$ cat src/rtl/capsense_pkg.sv
// Shared constants and helpers for the CapSense event queue.
// Event flag encoding and index-width sizing.
package capsense_pkg;

    localparam logic EVT_PRESS   = 1'b1;
    localparam logic EVT_RELEASE = 1'b0;

    function automatic int idx_width(input int n);
        return (n <= 1) ? 1 : $clog2(n);
    endfunction

endpackage

$ cat src/rtl/capsense_evt_fifo.sv
// Event FIFO with registered occupancy.
// The head word reads as zero whenever the FIFO is empty.
module capsense_evt_fifo #(
    parameter int W     = 3,
    parameter int DEPTH = 8,
    localparam int AW   = (DEPTH <= 1) ? 1 : $clog2(DEPTH),
    localparam int CW   = AW + 1
) (
    input  logic          clk_i,
    input  logic          rst_ni,
    input  logic          i_push,
    input  logic [W-1:0]  i_data,
    input  logic          i_pop,
    output logic [W-1:0]  o_data,
    output logic [CW-1:0] o_count,
    output logic          o_full
);

    logic [W-1:0]  r_mem [DEPTH];
    logic [AW-1:0] r_wr;
    logic [AW-1:0] r_rd;
    logic [CW-1:0] r_count;

    logic w_empty;
    logic w_pop;
    logic w_push;

    assign w_empty = (r_count == '0);
    assign o_full  = (r_count == CW'(DEPTH));
    assign w_pop   = i_pop & ~w_empty;
    // A pop on the same edge frees the slot a full FIFO needs.
    assign w_push  = i_push & (~o_full | w_pop);

    always_ff @(posedge clk_i or negedge rst_ni) begin
        if (!rst_ni) begin
            r_wr    <= '0;
            r_rd    <= '0;
            r_count <= '0;
        end else begin
            if (w_push) r_wr <= r_wr + AW'(1);
            if (w_pop)  r_rd <= r_rd + AW'(1);
            unique case ({w_push, w_pop})
                2'b10:   r_count <= r_count + CW'(1);
                2'b01:   r_count <= r_count - CW'(1);
                default: r_count <= r_count;
            endcase
        end
    end

    always_ff @(posedge clk_i) begin
        if (w_push) r_mem[r_wr] <= i_data;
    end

    assign o_data  = w_empty ? '0 : r_mem[r_rd];
    assign o_count = r_count;

endmodule

$ cat src/rtl/capsense_event_queue.sv
// CapSense button edge detector feeding a press/release event FIFO.
// One pending slot per button; lowest index wins the single push per cycle.
module capsense_event_queue
    import capsense_pkg::*;
#(
    parameter int N     = 4,
    parameter int DEPTH = 8,
    parameter int IW    = idx_width(N),
    localparam int CW   = $clog2(DEPTH) + 1
) (
    input  logic          clk_i,
    input  logic          rst_i,
    input  logic [N-1:0]  buttons_i,
    output logic          evt_valid_o,
    input  logic          evt_ready_i,
    output logic [IW:0]   evt_code_o,
    output logic [CW-1:0] evt_count_o,
    output logic          overflow_o,
    input  logic          clr_ovf_i
);

    logic [N-1:0] r_prev;
    logic [N-1:0] r_pend;
    logic [N-1:0] r_lvl;
    logic         r_ovf;

    logic [N-1:0]  w_change;
    logic [N-1:0]  w_push_oh;
    logic [IW-1:0] w_idx;
    logic          w_any;
    logic          w_full;
    logic          w_pop;
    logic          w_push;
    logic          w_flag;
    logic          w_ovf_set;
    logic [CW-1:0] w_count;

    assign w_change = buttons_i ^ r_prev;

    always_comb begin
        w_any = 1'b0;
        w_idx = '0;
        for (int i = N - 1; i >= 0; i--) begin
            if (r_pend[i]) begin
                w_any = 1'b1;
                w_idx = IW'(i);
            end
        end
    end

    assign w_pop     = evt_valid_o & evt_ready_i;
    assign w_push    = w_any & (~w_full | w_pop);
    assign w_push_oh = w_push ? (N'(1) << w_idx) : '0;
    assign w_flag    = r_lvl[w_idx] ? EVT_PRESS : EVT_RELEASE;
    // A change on a slot being pushed this edge loses nothing.
    assign w_ovf_set = |(w_change & r_pend & ~w_push_oh);

    always_ff @(posedge clk_i or negedge rst_i) begin
        if (!rst_i) begin
            r_prev <= '0;
            r_pend <= '0;
            r_lvl  <= '0;
            r_ovf  <= 1'b0;
        end else begin
            r_prev <= buttons_i;
            r_pend <= (r_pend & ~w_push_oh) | w_change;
            r_lvl  <= (r_lvl & ~w_change) | (buttons_i & w_change);
            if (w_ovf_set)
                r_ovf <= 1'b1;
            else if (clr_ovf_i)
                r_ovf <= 1'b0;
        end
    end

    capsense_evt_fifo #(
        .W     (IW + 1),
        .DEPTH (DEPTH)
    ) u_fifo (
        .clk_i   (clk_i),
        .rst_ni  (rst_i),
        .i_push  (w_push),
        .i_data  ({w_flag, w_idx}),
        .i_pop   (w_pop),
        .o_data  (evt_code_o),
        .o_count (w_count),
        .o_full  (w_full)
    );

    assign evt_count_o = w_count;
    assign evt_valid_o = (w_count != '0);
    assign overflow_o  = r_ovf;

endmodule

$ cat config.mk
export PLATFORM = sky130hd
export DESIGN_NAME = capsense_event_queue
export DESIGN_NICKNAME = d
export VERILOG_FILES = /design/src/rtl/capsense_pkg.sv /design/src/rtl/capsense_evt_fifo.sv /design/src/rtl/capsense_event_queue.sv
export SDC_FILE = /design/constraint.sdc
export NUM_CORES = 1
export LEC_CHECK = 0
export ABC_AREA = 1
export CAP_MARGIN = 20
export CORE_MARGIN = 2
export CORE_UTILIZATION = 31
export CTS_BUF_LIST = sky130_fd_sc_hd__clkbuf_2 sky130_fd_sc_hd__clkbuf_4 sky130_fd_sc_hd__clkbuf_8
export DETAILED_ROUTE_END_ITERATION = 8
export GPL_ROUTABILITY_DRIVEN = 0
export MAX_ROUTING_LAYER = met4
export SYNTH_ARGS = -nofsm -noshare
export SYNTH_HDL_FRONTEND = slang
export SYNTH_HIERARCHICAL = 1
export SYNTH_SLANG_ARGS = --single-unit
$ cat constraint.sdc
create_clock -name clk_i -period 2.3 [get_ports clk_i]
set_clock_uncertainty 0.1 [all_clocks]
set_input_delay 0.345 -clock clk_i [delete_from_list [all_inputs] [get_ports clk_i]]
set_output_delay 0.345 -clock clk_i [all_outputs]
set_load 0.01 [all_outputs]
==> out/qor.yml, run 1 <==
setup_path:
  critical_path.slowest_cell: "dfrtp_2"
  arrival_ps: 1720
  path_cells: "buf_6, nor2_1, nor2_1, o21ai_0, o21ai_0, o21ai_0, nor2_1, dlygate4sd2_1"
  crit_fanout: 7
  max_stage_delay_ps: 470
  critPathRequiredTime_ps: 1860
  criticalPathCategory: "reg2out"
  end_kind: "output port"
  startpoint_type: "register"
yosys:
  ys_types: 28
  synth_nets: 249
  synth-seq-cells: 47
  yosysTopAreaCellShare_pct: 32.2
  netlist_area_um2: 2240
  synthTopCellsByArea: "edfxtp_1 32%, dfrtp_1 26%, nor2_1 8.4%"
  async_flop_share_pct: 48.9
  synth_edf_count: 24
  synth_cells: 236
  synth_ff_type: "edfxtp_1"
  yosysSeqAreaShare_pct: 57.9
  yosysTopAreaCell: "edfxtp_1"
  syn-mean-instance-area_um2: 9.49
  ys_warn_count: 6
  synthTopCellsByCount: "50 x nor2_1, 33 x nand2_1, 26 x inv_1, 24 x edfxtp_1, 23 x dfrtp_1"
  yosysMostFrequentCell: "nor2_1"
floorplanning:
  die_x_um: 89
  ios: 17
  initial_core_util_pct: 32.4
  die_h_um: 89
  row_count: 30
  core_um2: 6910
  dieArea_um2: 7920
layout:
  drive_gt1_share_pct: 17.6
  nets: 284
  nFillCells: 693
  diodes: 0
  area_growth_pct: 22.7
pwr:
  total_leakage_power_nw: 1.19
  power_density_nw_per_um2: 1210
  ir_drop_mv: 0.306
clock_tree:
  ctsRootBufferMaster: "clkbuf_8"
  worstSkewPairLatency_ps: 300
  cts_tree: "built"
  cts_hold_buf: 0
  cts_buffer_depth: 2
  cts_num_sinks: 47
  clkTransAtPathRegs_ps: 90
  htreeDepth: 2
  cts_made_buffers: 5
timing:
  maxSlewHeadroom_pct: 62.7
  hold_viol: 0
  min_period_ps: 2170
  setup_slack_ps: 131
  worstMarginPinSlew_ps: 555
  fin_tns_setup_ps: 0
  maxSlewViolCount: 0
  grt_setup_unrepaired: "false"
  clock.fmax_mhz: 461
  finalSetupViolCount: 0
  fin_crit_sh_pct: 94.3
place:
  portBuffers: 16
  dp_hpwl_mm: 3.08
  place_ws_ps: 9.93
detailed_routing:
  wl_mm: 4.26
  vias: 1572
  wl_per_cell_um: 11.6
  drt_iter0_drc: 79
  routed_via_density: 4.27
  final_antenna_net_count: 0
  drc_errors: 0
  drtPass1Iterations: 4
worst_hold_path:
  holdCritPathClass: "in2async"
global_route:
  grt_pass1_vias: 1524
  grt_remaining_overflow: 0
  grt_pass1_wl_mm: 6.98
  grt_usage_pct: 11.9
  grt_max_degree: 24
  antenna_found_initial: 0
outcome:
  outcome: "complete, no violations"
flow_run:
  cap_violations: 0
## kinds of logic after synthesis
logic type	count (synthesis)	synth area share (%)
AO/OA/AOI/OAI	31	7.21
adder cells (fa/ha/maj)	5	3.13
flip-flops	47	57.9
buffers and inverters	33	5.70
XOR/XNOR	5	1.96
AND/OR/NAND/NOR	114	23.6
multiplexers	1	0.503
## timing repair
item / 4_1_cts / 5_1_grt
pin swaps: 0 / 1
gates cloned: 2 / 0
setup endpoints to repair: 3 / 2
buffers inserted: 1 / 1
endpoints found under the hold margin: 0 / 0
gates resized for setup: 11 / 8
## registers in the layout, summed over array words and instances (netlist names), named ones only
signal and count:
overflow_o 1, u_fifo/r_mem 24, r_prev 4, r_pend 4, u_fifo/r_wr 3, u_fifo/o_count 4, u_fifo/r_rd 3
## worst paths after layout
path	start	to	slack (ps)	depth (start not counted)
setup / recovery	u_fifo/r_rd[0]	evt_code_o[2]	130	8
hold / removal	rst_i	r_pend[3]	300	2
setup reg to reg	u_fifo/o_count[2]	u_fifo/r_mem[5][0]	230	9
hold reg to reg	register	register	410	2
max in group asynchronous	rst_i	u_fifo/r_rd[1]	1540	2
min in group clk_i	register	register	410	2
## placed cells by master (no fill, tap or decap), types with 2 or more instances in the layout
cell             netlist  final
nor3_1                 5      5
inv_1                 26     25
o21ai_1                4     10
dfrtp_2                0      3
clkbuf_8               0      7
clkinvlp_4             0      2
buf_4                  0     13
nand2_2                4      4
nand2_1               33     33
dlygate4sd2_1          0      3
a21oi_2                1      2
nor2_4                 2      2
dfrtp_1               23     20
edfxtp_1              24     24
a21oi_1                3      2
xor2_1                 4      4
nand3_2                1      2
clkdlybuf4s50_1        0     13
o21ai_0               22     16
or2_1                  2      2
nor2_1                50     50
nor2_2                 2      2
ha_1                   4      3
nand3_1               11     10
inv_2                  4      4
## per-stage QoR
stage	std cells	utilization, %	hold slack (ps)	total power [W]	instance area (µm²)
after floorplan	236	-	-50.6	0.00220	2240
after global placement	356	37.5	384	0.00270	2590
after detailed placement	356	37.5	395	0.00273	2590
after CTS	367	39.4	316	0.00331	2720
after global routing	368	39.8	336	0.00359	2750
final	368	39.8	305	0.00331	2750
## power by group
group	switching (W)	internal (W)
sequential	0.000191	0.00118
combinational	0.000786	0.000617
clock	0.000271	0.000275
total	0.00125	0.00207
## worst max-delay path, delay by kind of cell, from the launching register on
kind | cells | cell delay (ps)
flip-flops | 1 | 470
buffers and inverters | 2 | 430
AND/OR/NAND/NOR | 3 | 190
AO/OA/AOI/OAI | 3 | 340
## layout make-up
cell class,instances,area [µm²],area share [%]
Inverter,30,116,4.23
Sequential cell,47,1300,47.3
Tap cell,96,120,4.37
Timing Repair Buffer,30,265,9.65
Multi-Input combinational cell,156,837,30.5
Timing Repair inverter,1,7.51,0.273
Clock inverter,1,6.26,0.228
Clock buffer,7,96.3,3.50
## per-layer routing
layer	global-route usage [%]	vias to the layer above	routed length, µm
li1	-	832	-
met2	19.6	25	2050
met3	2.49	5	100
met1	14.9	710	2060
met5	-	-	0
met4	3.26	0	53
No activity file was read; power rests on OpenSTA's default activity.
==> inputs of run 2 (changes only) <==
CAP_MARGIN = unset   (was 20)
CORE_MARGIN = unset   (was 2)
PLACE_DENSITY_LB_ADDON = 0.1   (was unset)
==> out/qor.yml, run 2 (synthesis results as in run 1) <==
timing:
  fin_crit_sh_pct: 94.7  # +0.43 points
  maxSlewHeadroom_pct: 56.9  # -5.9 points
  finalSetupViolCount: 0  # unchanged
  clock.fmax_mhz: 459  # -0.45%
  min_period_ps: 2180  # +9.78 ps
  worstMarginPinSlew_ps: 643  # +87.7 ps
  setup_slack_ps: 121  # -9.78 ps
  grt_setup_unrepaired: "true"
  maxSlewViolCount: 0  # unchanged
  fin_tns_setup_ps: 0  # unchanged
  hold_viol: 0  # unchanged
flow_run:
  cap_violations: 0  # unchanged
detailed_routing:
  routed_via_density: 4.38  # +2.6%
  final_antenna_net_count: 0  # unchanged
  drt_iter0_drc: 67  # -15%
  drtPass1Iterations: 4  # unchanged
  wl_per_cell_um: 11.8  # +2.0%
  wl_mm: 4.38  # +2.8%
  vias: 1626  # +3.4%
  drc_errors: 0  # unchanged
layout:
  largest_register_ff_count: 24  # unchanged
  diodes: 0  # unchanged
  nets: 287  # +1.1%
  drive_gt1_share_pct: 20.0  # +2.4 points
  area_growth_pct: 25.5
  layout_common_cells: "48 x nor2_1, 33 x nand2_1, 25 x inv_1, 24 x edfxtp_1, 19 x dfrtp_1"
  layout_commonest_cell: "nor2_1"
  nFillCells: 700  # +1.0%
  post-route-util_pct: 40.9  # +1.1 points
  regMostFlops: "u_fifo/r_mem"
setup_path:
  critPathRequiredTime_ps: 1860  # about the same
  reg2regPathDepth: 14  # +5
  crit_fanout: 12  # +5
  criticalPathCategory: "reg2out"
  startpoint_type: "register"
  arrival_ps: 1730  # about the same
  end_kind: "output port"
  r2r_setup_slack_ps: 200  # -30 ps
clock_tree:
  cts_made_buffers: 5  # unchanged
  htreeDepth: 2  # unchanged
  cts_hold_buf: 0  # unchanged
  cts_tree: "built"
  cts_buffer_depth: 2  # unchanged
  worstSkewPairLatency_ps: 310  # about the same
  ctsRootBufferMaster: "clkbuf_8"
  clkTransAtPathRegs_ps: 100  # about the same
  cts_num_sinks: 47  # unchanged
global_route:
  grt_pass1_vias: 1549  # +1.6%
  antenna_found_initial: 0  # unchanged
  grt_usage_pct: 13.4  # +1.5 points
  grt_max_degree: 24  # unchanged
  grt_pass1_wl_mm: 7.41  # +6.1%
  grt_remaining_overflow: 0  # unchanged
floorplanning:
  row_count: 30  # unchanged
  ios: 17  # unchanged
  dieArea_um2: 7570  # -4.4%
  die_h_um: 87  # -2.2%
  die_x_um: 87  # -2.2%
  initial_core_util_pct: 32.6  # +0.18 points
  core_um2: 6870  # -0.54%
pwr:
  ir_drop_mv: 0.307  # +0.53%
  power_density_nw_per_um2: 1270  # +5.4%
  total_leakage_power_nw: 1.23  # +2.7%
place:
  place_ws_ps: -10.3  # -20.2 ps
  portBuffers: 16  # unchanged
  dp_hpwl_mm: 3.13  # +1.5%
worst_hold_path:
  holdCritPathClass: "in2async"
outcome:
  outcome: "complete, no violations"
## run 2: cell types whose count changed in the layout (fill, tap and decap cells not counted), sizes merged
cell / before / now
clkbuf: 7 / 6
clkdlybuf4s15: 0 / 1
bufinv: 0 / 2
buf: 14 / 17
inv: 30 / 29
dlygate4sd2: 3 / 2
## run 2: what timing repair did
item | CTS | global route
gates cloned | 1 | 0
setup buffers | 2 | 2
pin swaps | 0 | 1
gates resized for setup | 15 | 12
endpoints found under the setup margin | 3 | 3
## run 2: metal layers
layer / track usage, % / vias to the layer above / share of wire (%)
met5: - / - / 0
met4: 5.91 / 0 / 1.9
met3: 2.84 / 8 / 2.2
met2: 20.7 / 17 / 47
met1: 17.1 / 759 / 49
li1: - / 842 / -
## run 2: worst paths after layout
check | start | end
max in group asynchronous | rst_i | u_fifo/r_rd[1]
setup reg to reg | u_fifo/o_count[1] | u_fifo/o_count[3]
min in group clk_i | buttons_i[1] | r_prev[1]
hold reg to reg | r_prev[1] | r_pend[1]
setup / recovery | u_fifo/r_rd[0] | evt_code_o[2]
hold / removal | rst_i | r_pend[2]
## run 2: layout make-up
cell class	instances	area (µm²)	share of cell area, %
multi-input combinational	156	837	29.8
tap	96	120	4.27
clock buffer	6	76.3	2.71
timing repair buffer	33	293	10.4
inverter	30	116	4.14
timing repair inverter	1	7.51	0.267
clock inverter	2	60.1	2.14
sequential	47	1300	46.3
## run 2: through the flow
step | area, µm² | hold slack [ps] | cells | total power, W
6_report | 2810 | 290 | 371 | 0.00357
5_1_grt | 2810 | 313 | 371 | 0.00386
4_1_cts | 2770 | 295 | 369 | 0.00355
3_5_place_dp | 2600 | 391 | 358 | 0.00277
3_3_place_gp | 2600 | 387 | 358 | 0.00277
2_1_floorplan | 2240 | -50.6 | 236 | 0.00220
## run 2: worst max-delay path: stages, from the launching register on
cell	delay, ps
dfrtp_2	470
buf_8	170
o21ai_0	210
o21ai_1	100
o21ai_1	150
nor2_1	50
dlygate4sd2_1	280
## run 2: power by group
part	leakage (nW)	internal, W	switching (W)
sequential	0.483	0.00118	0.000185
combinational	0.675	0.000658	0.000824
clock	0.0688	0.000446	0.000284
total	1.23	0.00228	0.00129
==> inputs of run 3 (changes only) <==
RECOVER_POWER = 50   (was unset)
SYNTH_HIERARCHICAL = unset   (was 1)
==> out/qor.yml, run 3 <==
detailed_routing:
  drtPass1Iterations: 4  # unchanged
  vias: 1512  # -7.0%
  wl_mm: 4.04  # -7.9%
  routed_via_density: 4.43  # +1.2%
  drt_iter0_drc: 80  # +19%
  wl_per_cell_um: 11.8  # +0.23%
  final_antenna_net_count: 0  # unchanged
  drc_errors: 0  # unchanged
yosys:
  yosysSeqAreaShare_pct: 59.9  # +2.0 points
  synth_nets: 245  # -1.6%
  syn-mean-instance-area_um2: 9.32  # -1.7%
  ys_warn_count: 0  # -6
  synth-seq-cells: 47  # unchanged
  synth_cells: 232  # -1.7%
  ys_types: 22  # -21%
  async_flop_share_pct: 48.9  # unchanged
  netlist_area_um2: 2160  # -3.4%
  synth_ff_type: "edfxtp_1"
  yosysMostFrequentCell: "nor2_1"
  synth_edf_count: 24  # unchanged
  yosysTopAreaCell: "edfxtp_1"
  yosysTopAreaCellShare_pct: 33.3  # +1.1 points
  synthTopCellsByCount: "50 x nor2_1, 44 x nand2_1, 28 x o21ai_0, 25 x inv_1, 24 x edfxtp_1"
  synthTopCellsByArea: "edfxtp_1 33%, dfrtp_1 27%, nor2_1 8.7%"
layout:
  nets: 273  # -4.9%
  layout_commonest_cell: "nor2_1"
  layout_common_cells: "50 x nor2_1, 44 x nand2_1, 26 x inv_1, 24 x edfxtp_1, 22 x dfrtp_1"
  regMostFlops: "u_fifo.r_mem"
  area_growth_pct: 18.5
  largest_register_ff_count: 24  # unchanged
  diodes: 0  # unchanged
  drive_gt1_share_pct: 8.43  # -12 points
clock_tree:
  htreeDepth: 2  # unchanged
  cts_made_buffers: 5  # unchanged
  ctsRootBufferMaster: "clkbuf_8"
  cts_tree: "built"
  cts_num_sinks: 47  # unchanged
  clkTransAtPathRegs_ps: 80  # -20 ps
  worstSkewPairLatency_ps: 290  # -20 ps
  cts_buffer_depth: 2  # unchanged
  cts_hold_buf: 0  # unchanged
pwr:
  power_density_nw_per_um2: 1220  # -3.9%
  ir_drop_mv: 0.381  # +24%
  total_leakage_power_nw: 1.14  # -6.8%
  total_power_w: 0.00313  # -12%
worst_hold_path:
  whs_path_depth: 1
  holdCritPathClass: "reg2reg"
timing:
  maxSlewViolCount: 0  # unchanged
  maxSlewHeadroom_pct: 14.6  # -42 points
  fin_tns_setup_ps: 0  # unchanged
  finalSetupViolCount: 0  # unchanged
  hold_viol: 0  # unchanged
  grt_setup_unrepaired: "false"
  worstMarginPinSlew_ps: 1280  # +638 ps
  min_period_ps: 2110  # -70.9 ps
  fin_crit_sh_pct: 91.6  # -3.1 points
  clock.fmax_mhz: 474  # +3.4%
global_route:
  grt_usage_pct: 13.0  # -0.40 points
  met1_usage_pct: 17.5  # +0.39 points
  grt_pass1_vias: 1438  # -7.2%
  met3_usage_pct: 2.60  # -0.24 points
  use_met2_pct: 19.6  # -1.1 points
  grt_busiest_layer: "met2"
  grt_max_degree: 24  # unchanged
  antenna_found_initial: 0  # unchanged
  grt_remaining_overflow: 0  # unchanged
  grt_pass1_wl_mm: 7.00  # -5.5%
floorplanning:
  initial_core_util_pct: 32.0  # -0.59 points
  ios: 17  # unchanged
  dieArea_um2: 7320  # -3.3%
  die_h_um: 85.5  # -1.7%
  core_um2: 6760  # -1.6%
  row_count: 30  # unchanged
  die_x_um: 85.5  # -1.7%
setup_path:
  criticalPathCategory: "reg2out"
  end_kind: "output port"
  crit_fanout: 9  # -3
  arrival_ps: 1660  # -70 ps
  reg2regPathDepth: 12  # -2
  startpoint_type: "register"
  critPathRequiredTime_ps: 1860  # about the same
flow_run:
  cap_violations: 0  # unchanged
place:
  dp_hpwl_mm: 3.01  # -3.7%
  portBuffers: 16  # unchanged
outcome:
  outcome: "complete, no violations"
-- run 3: cell count changes in the layout (fill, tap and decap cells not counted), sizes merged, moves of 3 or more --
| cell | change |
|---|---|
| buf | -11 |
| clkbuf | +3 |
| clkdlybuf4s50 | -6 |
| dlygate4sd3 | +6 |
| nand2 | +7 |
| nand4 | +3 |
| nor2 | -3 |
| nor3 | -6 |
-- run 3: power by group --
part | internal, W | total, W | switching, W
registers | 0.00119 | 0.00134 | 0.000150
clock network | 0.000255 | 0.000519 | 0.000264
logic | 0.000535 | 0.00127 | 0.000738
-- run 3: final cells by class --
type	instances	area [µm²]
multi-input cells	155	743
well taps	80	100
inverters	27	101
clock inverters	1	5.00
repair buffers	24	225
fillers	688	4190
clock buffers	7	90.1
flip-flops and latches	47	1300
-- run 3: what timing repair did --
action                                 4_1_cts  5_1_grt
setup endpoints to repair                    3        1
setup buffers                                0        0
endpoints found under the hold margin        0        0
resized for setup                           12        1
-- run 3: cell families (layout without fill, tap and decap cells) --
group,Yosys count,after routing,share of synthesized area (%)
adder cells (fa/ha/maj),5,5,2.89
flip-flops,47,47,59.9
buffers and inverters,30,59,5.49
AO/OA/AOI/OAI,32,32,7.52
XOR/XNOR,6,6,2.43
AND/OR/NAND/NOR,112,112,21.7
-- run 3: through the flow --
stage / cells / util [%] / setup WS [ps] / hold WS [ps] / area, µm²
2_1_floorplan: 232 / - / 266 / -50.6 / 2160
3_3_place_gp: 333 / 36.7 / 59.2 / 362 / 2480
3_5_place_dp: 333 / 36.7 / 22.0 / 377 / 2480
4_1_cts: 341 / 38.1 / 149 / 305 / 2570
5_1_grt: 341 / 37.9 / 32.1 / 427 / 2560
6_report: 341 / 37.9 / 192 / 381 / 2560
-- run 3: path summary, 6_finish.rpt --
path                            slack [ps]         startpoint           endpoint
worst max-delay path                   190     u_fifo.r_rd[0]      evt_code_o[1]
worst min-delay path                   380          r_prev[3]           register
worst max register to register         240  u_fifo.o_count[2]  u_fifo.o_count[2]
worst min register to register         380          r_prev[3]           register
max in group asynchronous              510              rst_i     u_fifo.r_rd[1]
min in group asynchronous              750              rst_i         overflow_o
-- run 3: worst max-delay path: stages (launching register included) --
cell and delay, ps:
dfrtp_1 380, inv_1 90, buf_12 140, o21ai_0 230, o21ai_1 120, nor2_1 100, nor2_1 50, dlygate4sd2_1 270
-- run 3: per-layer routing --
metal  vias up  part of all wire, %
met1       679                   52
met4         0                  1.8
met3         8                  2.4
met2        21                   44
li1        804                    -
met5         -                    0
